$ cat src/rtl/adxl362_readings_display_scheduler.sv
// ADXL362 readings display scheduler.
// Periodically freezes the latest accelerometer reading for the readings-to-ASCII converter,
// registers the converter's lines and hands them to the PMOD CLS writer, then the UART.
// Build option: define ADXL362_SCHED_UART_EN to include the UART stage; without it the
// sequence ends after the CLS stage and o_uart_tx_go stays low.
module adxl362_readings_display_scheduler #(
  parameter int unsigned PARAM_REFRESH_CYCLES      = 2000000,
  parameter int unsigned PARAM_INACTIVE_CYCLES     = 10000000,
  parameter int unsigned PARAM_DONE_TIMEOUT_CYCLES = 4000000
) (
  input  logic         i_clk_20mhz,
  input  logic         i_rst_20mhz,
  input  logic [63:0]  i_3axis_temp,
  input  logic         i_reading_valid,
  input  logic         i_mode_txt,
  output logic [63:0]  o_3axis_temp,
  output logic         o_reading_inactive,
  input  logic [127:0] i_dat_line1,
  input  logic [127:0] i_dat_line2,
  input  logic [127:0] i_txt_line1,
  input  logic [127:0] i_txt_line2,
  output logic [127:0] o_line1,
  output logic [127:0] o_line2,
  output logic         o_cls_wr_go,
  input  logic         i_cls_wr_done,
  output logic         o_uart_tx_go,
  input  logic         i_uart_tx_done,
  output logic [7:0]   o_timeout_count,
  output logic         o_busy
);

  localparam int unsigned RefW   = (PARAM_REFRESH_CYCLES > 1) ? $clog2(PARAM_REFRESH_CYCLES) : 1;
  localparam int unsigned StaleW = (PARAM_INACTIVE_CYCLES > 0) ?
                                   $clog2(PARAM_INACTIVE_CYCLES + 1) : 1;
  localparam int unsigned WaitW  = (PARAM_DONE_TIMEOUT_CYCLES > 1) ?
                                   $clog2(PARAM_DONE_TIMEOUT_CYCLES) : 1;

  localparam logic [RefW-1:0]   RefLast  = RefW'(PARAM_REFRESH_CYCLES - 1);
  localparam logic [StaleW-1:0] StaleMax = StaleW'(PARAM_INACTIVE_CYCLES);
  // The wait counter starts at 0 on the first WAIT cycle, so a value of TIMEOUT-1 marks the
  // last cycle of the budget and the exit lands exactly TIMEOUT cycles after entry.
  localparam logic [WaitW-1:0]  WaitLast = WaitW'(PARAM_DONE_TIMEOUT_CYCLES - 1);

  typedef enum logic [2:0] {
    StIdle, StLatch, StLoad, StClsGo, StClsWait, StUartGo, StUartWait
  } state_e;

`ifdef ADXL362_SCHED_UART_EN
  localparam state_e AfterCls = StUartGo;
`else
  localparam state_e AfterCls = StIdle;
`endif

  state_e            state_q, state_d;
  logic [RefW-1:0]   ref_cnt_q;
  logic [StaleW-1:0] stale_cnt_q;
  logic [WaitW-1:0]  wait_cnt_q;
  logic [63:0]       capture_q;
  logic              mode_q;
  logic              pending_q;
  logic              tick;
  logic              stale;
  logic              wait_expired;
  logic              timeout_hit;

  assign tick         = (ref_cnt_q == RefLast);
  assign stale        = (stale_cnt_q == StaleMax);
  assign wait_expired = (wait_cnt_q == WaitLast);

  assign o_busy      = (state_q != StIdle);
  // Gated by reset so an abort landing on a GO cycle never leaks a request.
  assign o_cls_wr_go = (state_q == StClsGo) && !i_rst_20mhz;
`ifdef ADXL362_SCHED_UART_EN
  assign o_uart_tx_go = (state_q == StUartGo) && !i_rst_20mhz;
`else
  logic unused_uart_tx_done;
  assign unused_uart_tx_done = i_uart_tx_done;
  assign o_uart_tx_go        = 1'b0;
`endif

  // State register.
  always_ff @(posedge i_clk_20mhz) begin
    if (i_rst_20mhz) begin
      state_q <= StIdle;
    end else begin
      state_q <= state_d;
    end
  end

  // Next-state logic; done pulses only count in their own WAIT state.
  always_comb begin
    state_d     = state_q;
    timeout_hit = 1'b0;
    unique case (state_q)
      StIdle:  if (tick || pending_q) state_d = StLatch;
      StLatch: state_d = StLoad;
      StLoad:  state_d = StClsGo;
      StClsGo: state_d = StClsWait;
      StClsWait: begin
        if (i_cls_wr_done || wait_expired) state_d = AfterCls;
        timeout_hit = !i_cls_wr_done && wait_expired;
      end
`ifdef ADXL362_SCHED_UART_EN
      StUartGo: state_d = StUartWait;
      StUartWait: begin
        if (i_uart_tx_done || wait_expired) state_d = StIdle;
        timeout_hit = !i_uart_tx_done && wait_expired;
      end
`endif
      default: state_d = StIdle;
    endcase
  end

  // Refresh timebase, reading capture/staleness and the single-deep pending refresh.
  always_ff @(posedge i_clk_20mhz) begin
    if (i_rst_20mhz) begin
      ref_cnt_q   <= '0;
      stale_cnt_q <= StaleMax;
      capture_q   <= '0;
      pending_q   <= 1'b0;
    end else begin
      ref_cnt_q <= tick ? '0 : ref_cnt_q + 1'b1;
      if (i_reading_valid) begin
        capture_q   <= i_3axis_temp;
        stale_cnt_q <= '0;
      end else if (!stale) begin
        stale_cnt_q <= stale_cnt_q + 1'b1;
      end
      // IDLE always consumes a pending refresh; extra ticks while pending are dropped.
      if (state_q == StIdle) begin
        pending_q <= 1'b0;
      end else if (tick) begin
        pending_q <= 1'b1;
      end
    end
  end

  // Snapshot for the converter, then the converter's lines one cycle later.
  always_ff @(posedge i_clk_20mhz) begin
    if (i_rst_20mhz) begin
      o_3axis_temp       <= '0;
      o_reading_inactive <= 1'b1;
      mode_q             <= 1'b0;
      o_line1            <= '0;
      o_line2            <= '0;
    end else begin
      if (state_q == StLatch) begin
        o_3axis_temp       <= capture_q;
        o_reading_inactive <= stale;
        mode_q             <= i_mode_txt;
      end
      if (state_q == StLoad) begin
        o_line1 <= mode_q ? i_txt_line1 : i_dat_line1;
        o_line2 <= mode_q ? i_txt_line2 : i_dat_line2;
      end
    end
  end

  // Consumer wait counter (cleared in each GO cycle) and saturating timeout tally.
  always_ff @(posedge i_clk_20mhz) begin
    if (i_rst_20mhz) begin
      wait_cnt_q      <= '0;
      o_timeout_count <= '0;
    end else begin
      if (state_q == StClsGo || state_q == StUartGo) begin
        wait_cnt_q <= '0;
      end else if (!wait_expired) begin
        wait_cnt_q <= wait_cnt_q + 1'b1;
      end
      if (timeout_hit && o_timeout_count != 8'hFF) begin
        o_timeout_count <= o_timeout_count + 8'd1;
      end
    end
  end

endmodule

$ cat config.mk
export PLATFORM = sky130hd
export DESIGN_NAME = adxl362_readings_display_scheduler
export DESIGN_NICKNAME = d
export VERILOG_FILES = /design/src/rtl/adxl362_readings_display_scheduler.sv
export SDC_FILE = /design/constraint.sdc
export NUM_CORES = 1
export LEC_CHECK = 0
export CELL_PAD_IN_SITES_DETAIL_PLACEMENT = 0
export CELL_PAD_IN_SITES_GLOBAL_PLACEMENT = 1
export CORE_AREA = 2 2 356 358
export CTS_CLUSTER_DIAMETER = 100
export DETAILED_ROUTE_END_ITERATION = 10
export DIE_AREA = 0 0 358 360
export GPL_TIMING_DRIVEN = 0
export PLACE_DENSITY = 0.57
export SLEW_MARGIN = 20
export SYNTH_ARGS = -nofsm -noshare
export SYNTH_HDL_FRONTEND = slang
export SYNTH_SLANG_ARGS = --single-unit
$ cat constraint.sdc
create_clock -name i_clk_20mhz -period 2.3 [get_ports i_clk_20mhz]
set_input_delay 0.46 -clock i_clk_20mhz [delete_from_list [all_inputs] [get_ports i_clk_20mhz]]
set_output_delay 0.46 -clock i_clk_20mhz [all_outputs]
set_load 0.01 [all_outputs]
==> metrics.txt, run 1 <==
hold depth 3; status complete, but fails checks; layout cells sized above 1 7.39%; Hold Path Sink capture_q[23]; vias in the first global route 18820; DP HPWL 103000 microns; wire per inst 25.4 microns; drt drc 0; Worst Hold Launch i_3axis_temp[23]; global-route wire length before repair 159000 microns; DR iter-0 viols 1085; Worst R2R Path Depth 3; die area 129000 sq um; violated checks negative setup slack; Top Family by Delay on Critical Path multiplexers; standard-cell row count 130; vias per inst 4.10; PnR Total Power 19.6 mW; Static Leak 10.8 nW; Slew Limit Fails 0; # setup viols final 1; Hold Buf Count CTS 0; nature of the critical path endpoint register; VDD IR max 0.000595 V; Die H 360 microns; Synth Register Bits 465; CP Cell Sequence buf_2, mux2i_1, a211oi_1; pre-CTS WS -1.17 ns; mapped cell area 19400 sq um; ys flop type dfxtp_1; reg2reg setup slack -0.03 ns; Max Clock Skew 0.0258 ns; FF-to-FF Start mode_q; Max stage delay on crit path 1.04 ns; total wire length 121000 microns; area delta synth->final 69.3%; Worst setup SP type register; crit path DAT 2.80 ns; Warnings, synthesis 0; PD cells 594 nW/um^2; number of H-tree levels 2; Total Routing Usage GR 18.0%; CP Depth 3; Synth cell types 50; syn nets 2696; IO Count 914; clock slew seen by the registers of the worst setup and hold paths 0.06 ns; chip width 358 microns; Final nets 3666; Post-synth EDFFs 0; Rel. slew slack 16.0%; Avg Synthesized Cell Area 9.22 sq um; CTS tree yes; CP Max Fanout 6; Crit path required time 2.77 ns; clock sinks 465; drt pass-1 iters 5; Worst-Margin Slew 1.22 ns; cts bufs inserted 59; RSZ-0062 raised after global routing true; Layout fillers 13533; reg2reg end o_line2[12]; share of the yosys chip area belonging to registers 47.9%; max-capacitance violation count 0; CTS Buffer Depth 3; CP bufs+invs 1; post-CTS setup buffers 0; CTS Root Cell clkbuf_16; core area 125000 sq um; IO buf count 910; Setup CP Type register to register; largest net degree at the start of global routing 15; Hold Crit Class input pin to register; Max Fclk 429 MHz; final hold violation count 0; Initial Util 15.6%; crit share post-route 101%; worst-path cell with the longest stage delay mux2i_1; PnR worst setup slack -0.0310 ns; post-layout minimum cycle time 2.33 ns; asr flop ratio synth 0%; vias 19608; Post-Syn Instances 2109; RePlAce Congestion 0.918; Final ANT Viol Nets 0; GRT overflow 0; clk_lat worst skew 0.64 ns; initial antenna violation count 18
-- layout by cell type (no fill, tap or decap), drive strengths merged, types with 9 or more instances in the layout --
cell type / Yosys / routed
clkdlybuf4s50: 0 / 895
dfxtp: 465 / 465
nor2: 362 / 362
mux2i: 324 / 324
a211oi: 261 / 261
clkbuf: 150 / 226
nand2: 169 / 169
a21oi: 95 / 95
buf: 26 / 32
nand3: 28 / 28
nand4: 24 / 24
xor2: 21 / 21
o21ai: 20 / 20
clkinv: 0 / 15
nor3: 14 / 14
or4: 13 / 13
inv: 10 / 12
and3: 11 / 11
and4: 10 / 10
o31ai: 10 / 10
or3: 10 / 10
dlygate4sd2: 0 / 9
-- worst max-delay path by stage --
stage	start	endpoint
after detailed placement	i_rst_20mhz	o_line1[122]
after global placement	state_q[0]	o_line1[119]
final	mode_q	o_line2[12]
after floorplan	ref_cnt_q[13]	ref_cnt_q[16]
after global routing	state_q[2]	o_timeout_count[3]
after CTS	state_q[1]	o_line2[119]
-- metrics by stage --
step | utilization (%) | setup TNS, ns | hold slack, ns | instance area [sq um] | instances
detailed placement | 24.6 | -337.99 | 0.442 | 30700 | 4671
CTS | 26.3 | -0.0000231 | 0.382 | 32800 | 4776
global route | 26.4 | -0.0173 | 0.412 | 32900 | 4778
floorplan | - | 0 | 0.426 | 19400 | 2109
global placement | 24.5 | -406.26 | 0.440 | 30600 | 4669
finish | 26.4 | -0.0310 | 0.445 | 32900 | 4780
-- synthesized netlist by cell type (11+ instances only) --
cell	n	share of area [%]
nand3_1	28	0.72
dfxtp_1	465	48
clkbuf_1	150	2.9
nor2_1	362	7.0
nand2_1	169	3.3
or4_1	12	0.46
nor3_1	14	0.36
nand4_1	24	0.77
mux2i_1	324	17
xor2_1	21	0.95
a211oi_1	261	10
o21ai_0	19	0.49
buf_1	16	0.31
a21oi_1	95	2.4
and3_1	11	0.35
-- layout make-up --
cell class                 instances  area (sq um)  area share, %
antenna                            4          10.0         0.0304
multi-input combinational       1458          9530           28.9
clock buffer                      84          1770           5.38
clock inverter                    24           229          0.695
sequential                       465          9310           28.3
inverter                          10          37.5          0.114
timing repair buffer             912          9150           27.8
tap                             1650          2060           6.27
buffer                           173           822           2.50
-- what timing repair did --
action | CTS | global route
pin swaps | 1 | 1
gates resized for setup | 80 | 101
endpoints found under the setup margin | 401 | 257
-- worst register-to-register path, stage by stage (launching register included) --
cell      delay, ns
dfxtp_2        0.51
buf_2          0.44
mux2i_1        1.05
a211oi_1       0.19
-- routing by layer --
layer	vias to the layer above	share of wire (%)	global-route usage (%)
met5	-	0.062	0
met2	662	46	29.0
li1	9505	-	-
met4	12	1.7	3.45
met3	108	8.5	5.66
met1	9321	44	23.4
-- flip-flops by register name, summed over array words and instances, names as in the netlist --
register            cells
o_reading_inactive      1
ref_cnt_q              21
stale_cnt_q            24
wait_cnt_q             22
capture_q              64
pending_q               1
o_3axis_temp           64
mode_q                  1
o_line2               128
o_timeout_count         8
o_line1               128
state_q                 3
-- power breakdown --
group | leakage (nW) | internal, mW | switching [mW] | total (mW)
Sequential | 3.76 | 8.14 | 0.0576 | 8.20
Clock | 0.989 | 5.68 | 3.89 | 9.57
Combinational | 6.03 | 1.07 | 0.723 | 1.80
Total | 10.8 | 14.9 | 4.67 | 19.6
-- kinds of logic (layout without fill, tap and decap cells) --
group,Yosys count,in the layout,synth area share [%]
flip-flops,465,465,47.9
other,1,5,0.0193
XOR/XNOR,29,29,1.31
buffers and inverters,186,1203,3.68
AO/OA/AOI/OAI,408,408,14.4
multiplexers,328,328,16.9
AND/OR/NAND/NOR,687,687,15.5
adder cells (fa/ha/maj),5,5,0.322
Power figures use the tool's default switching activity.
==> run 2: changes to the inputs <==
--- a/config.mk
+++ b/config.mk
@@ -7,10 +7,10 @@
 export LEC_CHECK = 0
 export CELL_PAD_IN_SITES_DETAIL_PLACEMENT = 0
 export CELL_PAD_IN_SITES_GLOBAL_PLACEMENT = 1
-export CORE_AREA = 2 2 356 358
+export CORE_AREA = 2 2 355 357
 export CTS_CLUSTER_DIAMETER = 100
 export DETAILED_ROUTE_END_ITERATION = 10
-export DIE_AREA = 0 0 358 360
+export DIE_AREA = 0 0 357 359
 export GPL_TIMING_DRIVEN = 0
 export PLACE_DENSITY = 0.57
 export SLEW_MARGIN = 20
==> constraint.sdc (replaced) <==
create_clock -name i_clk_20mhz -period 2.9 [get_ports i_clk_20mhz]
set_input_delay 0.58 -clock i_clk_20mhz [delete_from_list [all_inputs] [get_ports i_clk_20mhz]]
set_output_delay 0.58 -clock i_clk_20mhz [all_outputs]
set_load 0.01 [all_outputs]
==> metrics.txt, run 2 (synthesis results as in run 1) <==
Static Leak 10.4 nW (was 10.8 nW); DP Area 30600 sq um (was 30700 sq um); IO buf count 910 (unchanged); number of H-tree levels 2 (unchanged); hold depth 2 (was 3); PD cells 477 nW/um^2 (was 594 nW/um^2); CP Max Fanout 10 (was 6); total wire length 122000 microns (was 121000 microns); Seq pwr share 41.7% (was 41.9%); most frequent cells in the layout clkdlybuf4s50_1, dfxtp_1, nor2_1 (unchanged); wire per inst 25.5 microns (was 25.4 microns); FF-to-FF Start mode_q (unchanged); final core utilization 26.3% (was 26.4%); Rel. slew slack 24.8% (was 16.0%); biggest regs o_line1: 128 flops, o_line2: 128 flops (unchanged); Logic pwr share 9.1% (was 9.2%); crit path DAT 3.28 ns (was 2.80 ns); Layout fillers 13522 (was 13533); nature of the critical path endpoint register (unchanged); Final nets 3663 (was 3666); pre-CTS WS -0.896 ns (was -1.17 ns); Final ANT Viol Nets 0 (unchanged); vias in the first global route 18958 (was 18820); reg2reg end o_line2[47] (was o_line2[12]); crit share post-route 95.4% (was 101%); final instance area 32700 sq um (was 32900 sq um); drt pass-1 iters 5 (unchanged); Max Clock Skew 0.0249 ns (was 0.0258 ns); CP Depth 4 (was 3); RSZ-0062 raised after global routing false (was true); most frequent CP cell clkbuf_1; clock power share 49.2% (was 48.9%); die area 128000 sq um (was 129000 sq um); area delta synth->final 68.2% (was 69.3%); final hold violation count 0 (unchanged); Crit path required time 3.41 ns (was 2.77 ns); Worst setup SP type register (unchanged); commonest non-fill, non-tap cell in the layout clkdlybuf4s50_1 (unchanged); IO Count 914 (unchanged); clock slew seen by the registers of the worst setup and hold paths 0.06 ns (about the same); status completed (was complete, but fails checks); CTS Buffer Depth 3 (unchanged); P_int 11.9 mW (was 14.9 mW); core area 125000 sq um (about the same); Slew Limit Fails 0 (unchanged); worst-path cell with the longest stage delay clkbuf_1 (was mux2i_1); # setup viols final 0 (was 1); Reg area 9310 sq um (about the same); Total Routing Usage GR 18.2% (was 18.0%); VDD IR max 0.000430 V (was 0.000595 V); RePlAce Congestion 0.934 (was 0.918); reg2reg setup slack 0.13 ns (was -0.03 ns); CP bufs+invs 2 (was 1); post-layout minimum cycle time 2.77 ns (was 2.33 ns); Die H 359 microns (was 360 microns); DP HPWL 104000 microns (was 103000 microns); Max stage delay on crit path 0.68 ns (was 1.04 ns); Setup CP Type register to register (unchanged); net switching power 3.74 mW (was 4.67 mW); standard-cell row count 130 (unchanged); switching share of power 24.0% (was 23.9%); cts bufs inserted 59 (unchanged); Worst R2R Path Depth 4 (was 3); PnR worst setup slack 0.134 ns (was -0.0310 ns); Worst-Margin Slew 1.10 ns (was 1.22 ns); Top Family by Delay on Critical Path buffers and inverters (was multiplexers); Hold Path Sink o_3axis_temp[43] (was capture_q[23]); Max Fclk 362 MHz (was 429 MHz); Layout Cells excl Fill 4783 (was 4780); largest net degree at the start of global routing 17 (was 15); drt drc 0 (unchanged); vias per inst 4.14 (was 4.10); CTS tree yes (unchanged); clk_lat worst skew 0.65 ns (was 0.64 ns); chip width 357 microns (was 358 microns); DR iter-0 viols 1200 (was 1085); multi-input combinational cell area 9450 sq um (was 9530 sq um); Hold Crit Class register to register (was input pin to register); max-capacitance violation count 0 (unchanged); Initial Util 15.6% (about the same); global-route wire length before repair 161000 microns (was 159000 microns); Worst Hold Launch capture_q[43] (was i_3axis_temp[23]); vias 19779 (was 19608); layout cells sized above 1 4.70% (was 7.39%); GRT overflow 0 (unchanged); initial antenna violation count 28 (was 18); CP Cell Sequence clkbuf_1, clkbuf_1, mux2i_1, a211oi_1 (was buf_2, mux2i_1, a211oi_1); Post-Place Cells 4669 (was 4671); CTS Root Cell clkbuf_16 (unchanged); clock sinks 465 (unchanged)
## run 2: changes by cell type in the layout (fill, tap and decap cells not counted), sizes merged, moves of 4 or more
| cell | previous run | this run |
|---|---|---|
| buf | 32 | 24 |
| clkinv | 15 | 11 |
| dlygate4sd2 | 9 | 0 |
| clkdlybuf4s50 | 895 | 909 |
| clkbuf | 226 | 234 |
## run 2: stage by stage
| stage | TNS (ns) | hold WS [ns] | power (mW) |
|---|---|---|---|
| 3_3_place_gp | -179.10 | 0.442 | 8.07 |
| 2_1_floorplan | 0 | 0.426 | 6.97 |
| 4_1_cts | 0 | 0.447 | 15.8 |
| 3_5_place_dp | -124.13 | 0.444 | 8.07 |
| 6_report | 0 | 0.446 | 15.6 |
| 5_1_grt | 0 | 0.467 | 16.2 |
## run 2: worst max-delay path by stage
stage | from | endpoint | slack (ns)
after floorplan | ref_cnt_q[13] | ref_cnt_q[12] | 0.96
after global placement | mode_q | o_line1[118] | -1.23
after detailed placement | mode_q | o_line1[70] | -0.90
after CTS | mode_q | o_line1[118] | 0.01
after global routing | mode_q | o_line1[118] | 0.02
final | mode_q | o_line2[47] | 0.13
## run 2: routing by layer
metal  vias to the layer above  wire length (microns)  track usage [%]
met5                         -                    128                0
met4                        18                   1810             3.21
met3                       116                   9860             5.29
met2                       683                  56000             29.6
met1                      9460                  54000             23.9
li1                       9502                      -                -
## run 2: tightest hold or removal path: stages, from the launching register on
cell and delay (ns):
dfxtp_1 0.31, nand2_1 0.05, a21oi_1 0.05
## run 2: final cells by class
cell class,count,area share [%]
clock inverter,23,0.826
buffer,172,2.16
sequential,465,28.5
timing repair buffer,910,27.8
tap,1650,6.31
clock buffer,88,5.36
multi-input combinational,1458,28.9
antenna,7,0.0535
inverter,10,0.115
## run 2: power by group through the flow
stage               Sequential (mW)  Clock [mW]  Combinational [mW]
finish                         6.51        7.68                1.42
global route                   6.51        8.16                1.51
CTS                            6.50        7.91                1.43
detailed placement             6.65           0                1.43
global placement               6.65           0                1.42
floorplan                      6.63           0               0.337
## run 2: timing repair
action	CTS	global route
resized for setup	20	9
setup endpoints to repair	241	61
pin swaps	0	0
buffers inserted	0	0
hold buffers	0	0
==> patch: new RTL, settings of run 1 <==
Add an input register stage for `i_txt_line1`, without a reset; this delays it by one clock. The other inputs are not delayed to match.
--- a/src/rtl/adxl362_readings_display_scheduler.sv
+++ b/src/rtl/adxl362_readings_display_scheduler.sv
@@ -46,2 +46,8 @@
   } state_e;
+
+  logic [127:0] i_txt_line1_q;
+
+  always_ff @(posedge i_clk_20mhz) begin
+    i_txt_line1_q <= i_txt_line1;
+  end
 
@@ -152,3 +158,3 @@
       if (state_q == StLoad) begin
-        o_line1 <= mode_q ? i_txt_line1 : i_dat_line1;
+        o_line1 <= mode_q ? i_txt_line1_q : i_dat_line1;
         o_line2 <= mode_q ? i_txt_line2 : i_dat_line2;
Formal check against the unedited RTL: same outputs for any inputs over 10 cycles, from zero or initial values and one cycle with i_rst_20mhz high; that may be too few to reach the edited logic, so the function may still have changed.
==> patch against run 1 <==
- total power grew 27%
- sequential cell count grew 128
- synthesized area rose by 13%
- clock skew down 0.0030 ns
- routed wire length down 7.3%
- design area rose by 9.8%
- die area unchanged
- setup slack improved by 0.089 ns
- critical path type is now register to primary output
- utilization increased by 2.6 points
==> patch: results (changes against run 1) <==
Layout
  – Share of cells above drive strength 1: 8.37% (was 7.39%)
  – Layout Nets: 3812 (was 3666)
  – Layout fillers: 13.2k (was 13.5k)
  – Non-filler cells in the finished layout: 4945 (was 4780)

Placement
  – PortBufs: 911 (was 910)
  – Placed Cells: 4798 (was 4671)
  – Placed wire-length estimate: 91300 µm (was 103000 µm)
  – Placement Cell Area: 33300 µm² (was 30700 µm²)

Drt
  – DR iter-0 viols: 1030 (was 1085)
  – Drt pass-1 iters: 7 (was 5)
  – WL final: 112000 µm (was 121000 µm)

Worst hold path
  – Hold path cells: 1 (was 3)

Worst setup path
  – Worst reg2reg path depth: 7 (was 3)
  – Crit path DAT: 1.78 ns (was 2.80 ns)
  – Maximum single-stage delay on the critical path: 0.78 ns (was 1.04 ns)
  – Crit-path max FO: 2 (was 6)
  – Reg2Reg Setup Slack: 0.12 ns (was -0.03 ns)
  – Worst path slowest cell: clkdlybuf4s50_1 (was mux2i_1)
  – RR Startpoint: wait_cnt_q[0]$_SDFFE_PP0P_ (was mode_q$_SDFFE_PP0N_)

Status
  – Status: completed (was complete, but fails checks)

Clock network
  – CTS Buf Count: 77 (was 59)
  – Clk_lat worst skew: 0.66 ns (was 0.64 ns)

Global routing
  – Global-route usage over all layers: 16.7% (was 18.0%)
  – Vias in the first global route: 19.9k (was 18.8k)
  – First-pass GRT wire length: 153000 µm (was 159000 µm)

Logic synthesis
  – Commonest cells post-synth: dfxtp_1, nor2_1, mux2i_1, a211oi_1, nand2_1 (unchanged)

Power and ir drop
  – Leak pwr: 12.1 nW (was 10.8 nW)
patch: cell count changes after synthesis, moves of 5 or more:
cell      delta
buf_2       +31
clkbuf_1    -26
dfxtp_1    +128
nand2_1      -6
xnor2_1      +5
xor2_1       -7
patch: report_power, final:
| group | internal [mW] | switching [mW] | leakage, nW |
|---|---|---|---|
| combinational | 1.07 | 0.643 | 5.98 |
| sequential | 10.5 | 0.0913 | 4.84 |
| clock | 7.41 | 5.11 | 1.30 |
patch: kinds of logic (layout without fill, tap and decap cells):
| logic type | count (synthesis) | after routing | share of synthesized area [%] |
|---|---|---|---|
| buffers and inverters | 191 | 1241 | 3.49 |
| XOR/XNOR | 27 | 27 | 1.07 |
| AO/OA/AOI/OAI | 406 | 406 | 12.6 |
| flip-flops | 593 | 593 | 53.8 |
| multiplexers | 332 | 332 | 15.1 |
| adder cells (fa/ha/maj) | 5 | 5 | 0.284 |
| AND/OR/NAND/NOR | 682 | 682 | 13.7 |
| other | 1 | 9 | 0.0170 |
patch: layout make-up:
| class | instances | area [µm²] | share of cell area (%) |
|---|---|---|---|
| Buffer | 174 | 856 | 2.37 |
| Antenna cell | 8 | 20.0 | 0.0554 |
| Clock buffer | 113 | 2270 | 6.29 |
| Inverter | 14 | 52.6 | 0.145 |
| Timing Repair Buffer | 912 | 9110 | 25.2 |
| Sequential cell | 593 | 11900 | 32.8 |
| Clock inverter | 28 | 380 | 1.05 |
| Tap cell | 1650 | 2060 | 5.71 |
| Multi-Input combinational cell | 1453 | 9520 | 26.3 |
patch: worst max-delay path by stage:
stage | start | to | slack, ns
final | o_line1[11]$_SDFFE_PP0P_ | o_line1[11] | 0.06
after CTS | i_rst_20mhz | o_cls_wr_go | -0.20
after global placement | i_rst_20mhz | o_cls_wr_go | -1.87
after floorplan | wait_cnt_q[0]$_SDFFE_PP0P_ | o_timeout_count[4]$_SDFFE_PP0P_ | 0.37
after global routing | o_line1[17]$_SDFFE_PP0P_ | o_line1[17] | 0.0007
after detailed placement | i_rst_20mhz | o_cls_wr_go | -1.82
patch: metal layers:
| metal | vias to the layer above | share of wire, % | track usage [%] |
|---|---|---|---|
| li1 | 9945 | - | - |
| met1 | 9594 | 42 | 20.5 |
| met2 | 675 | 47 | 27.4 |
| met3 | 127 | 7.6 | 4.81 |
| met4 | 4 | 2.9 | 6.06 |
| met5 | - | 0.083 | 0.453 |
patch: what timing repair did:
| item | 4_1_cts | 5_1_grt |
|---|---|---|
| pin swaps | 0 | 0 |
| resized for setup | 78 | 74 |
| endpoints found under the setup margin | 397 | 274 |
| hold endpoints to repair | 0 | 0 |
| setup buffers | 1 | 0 |
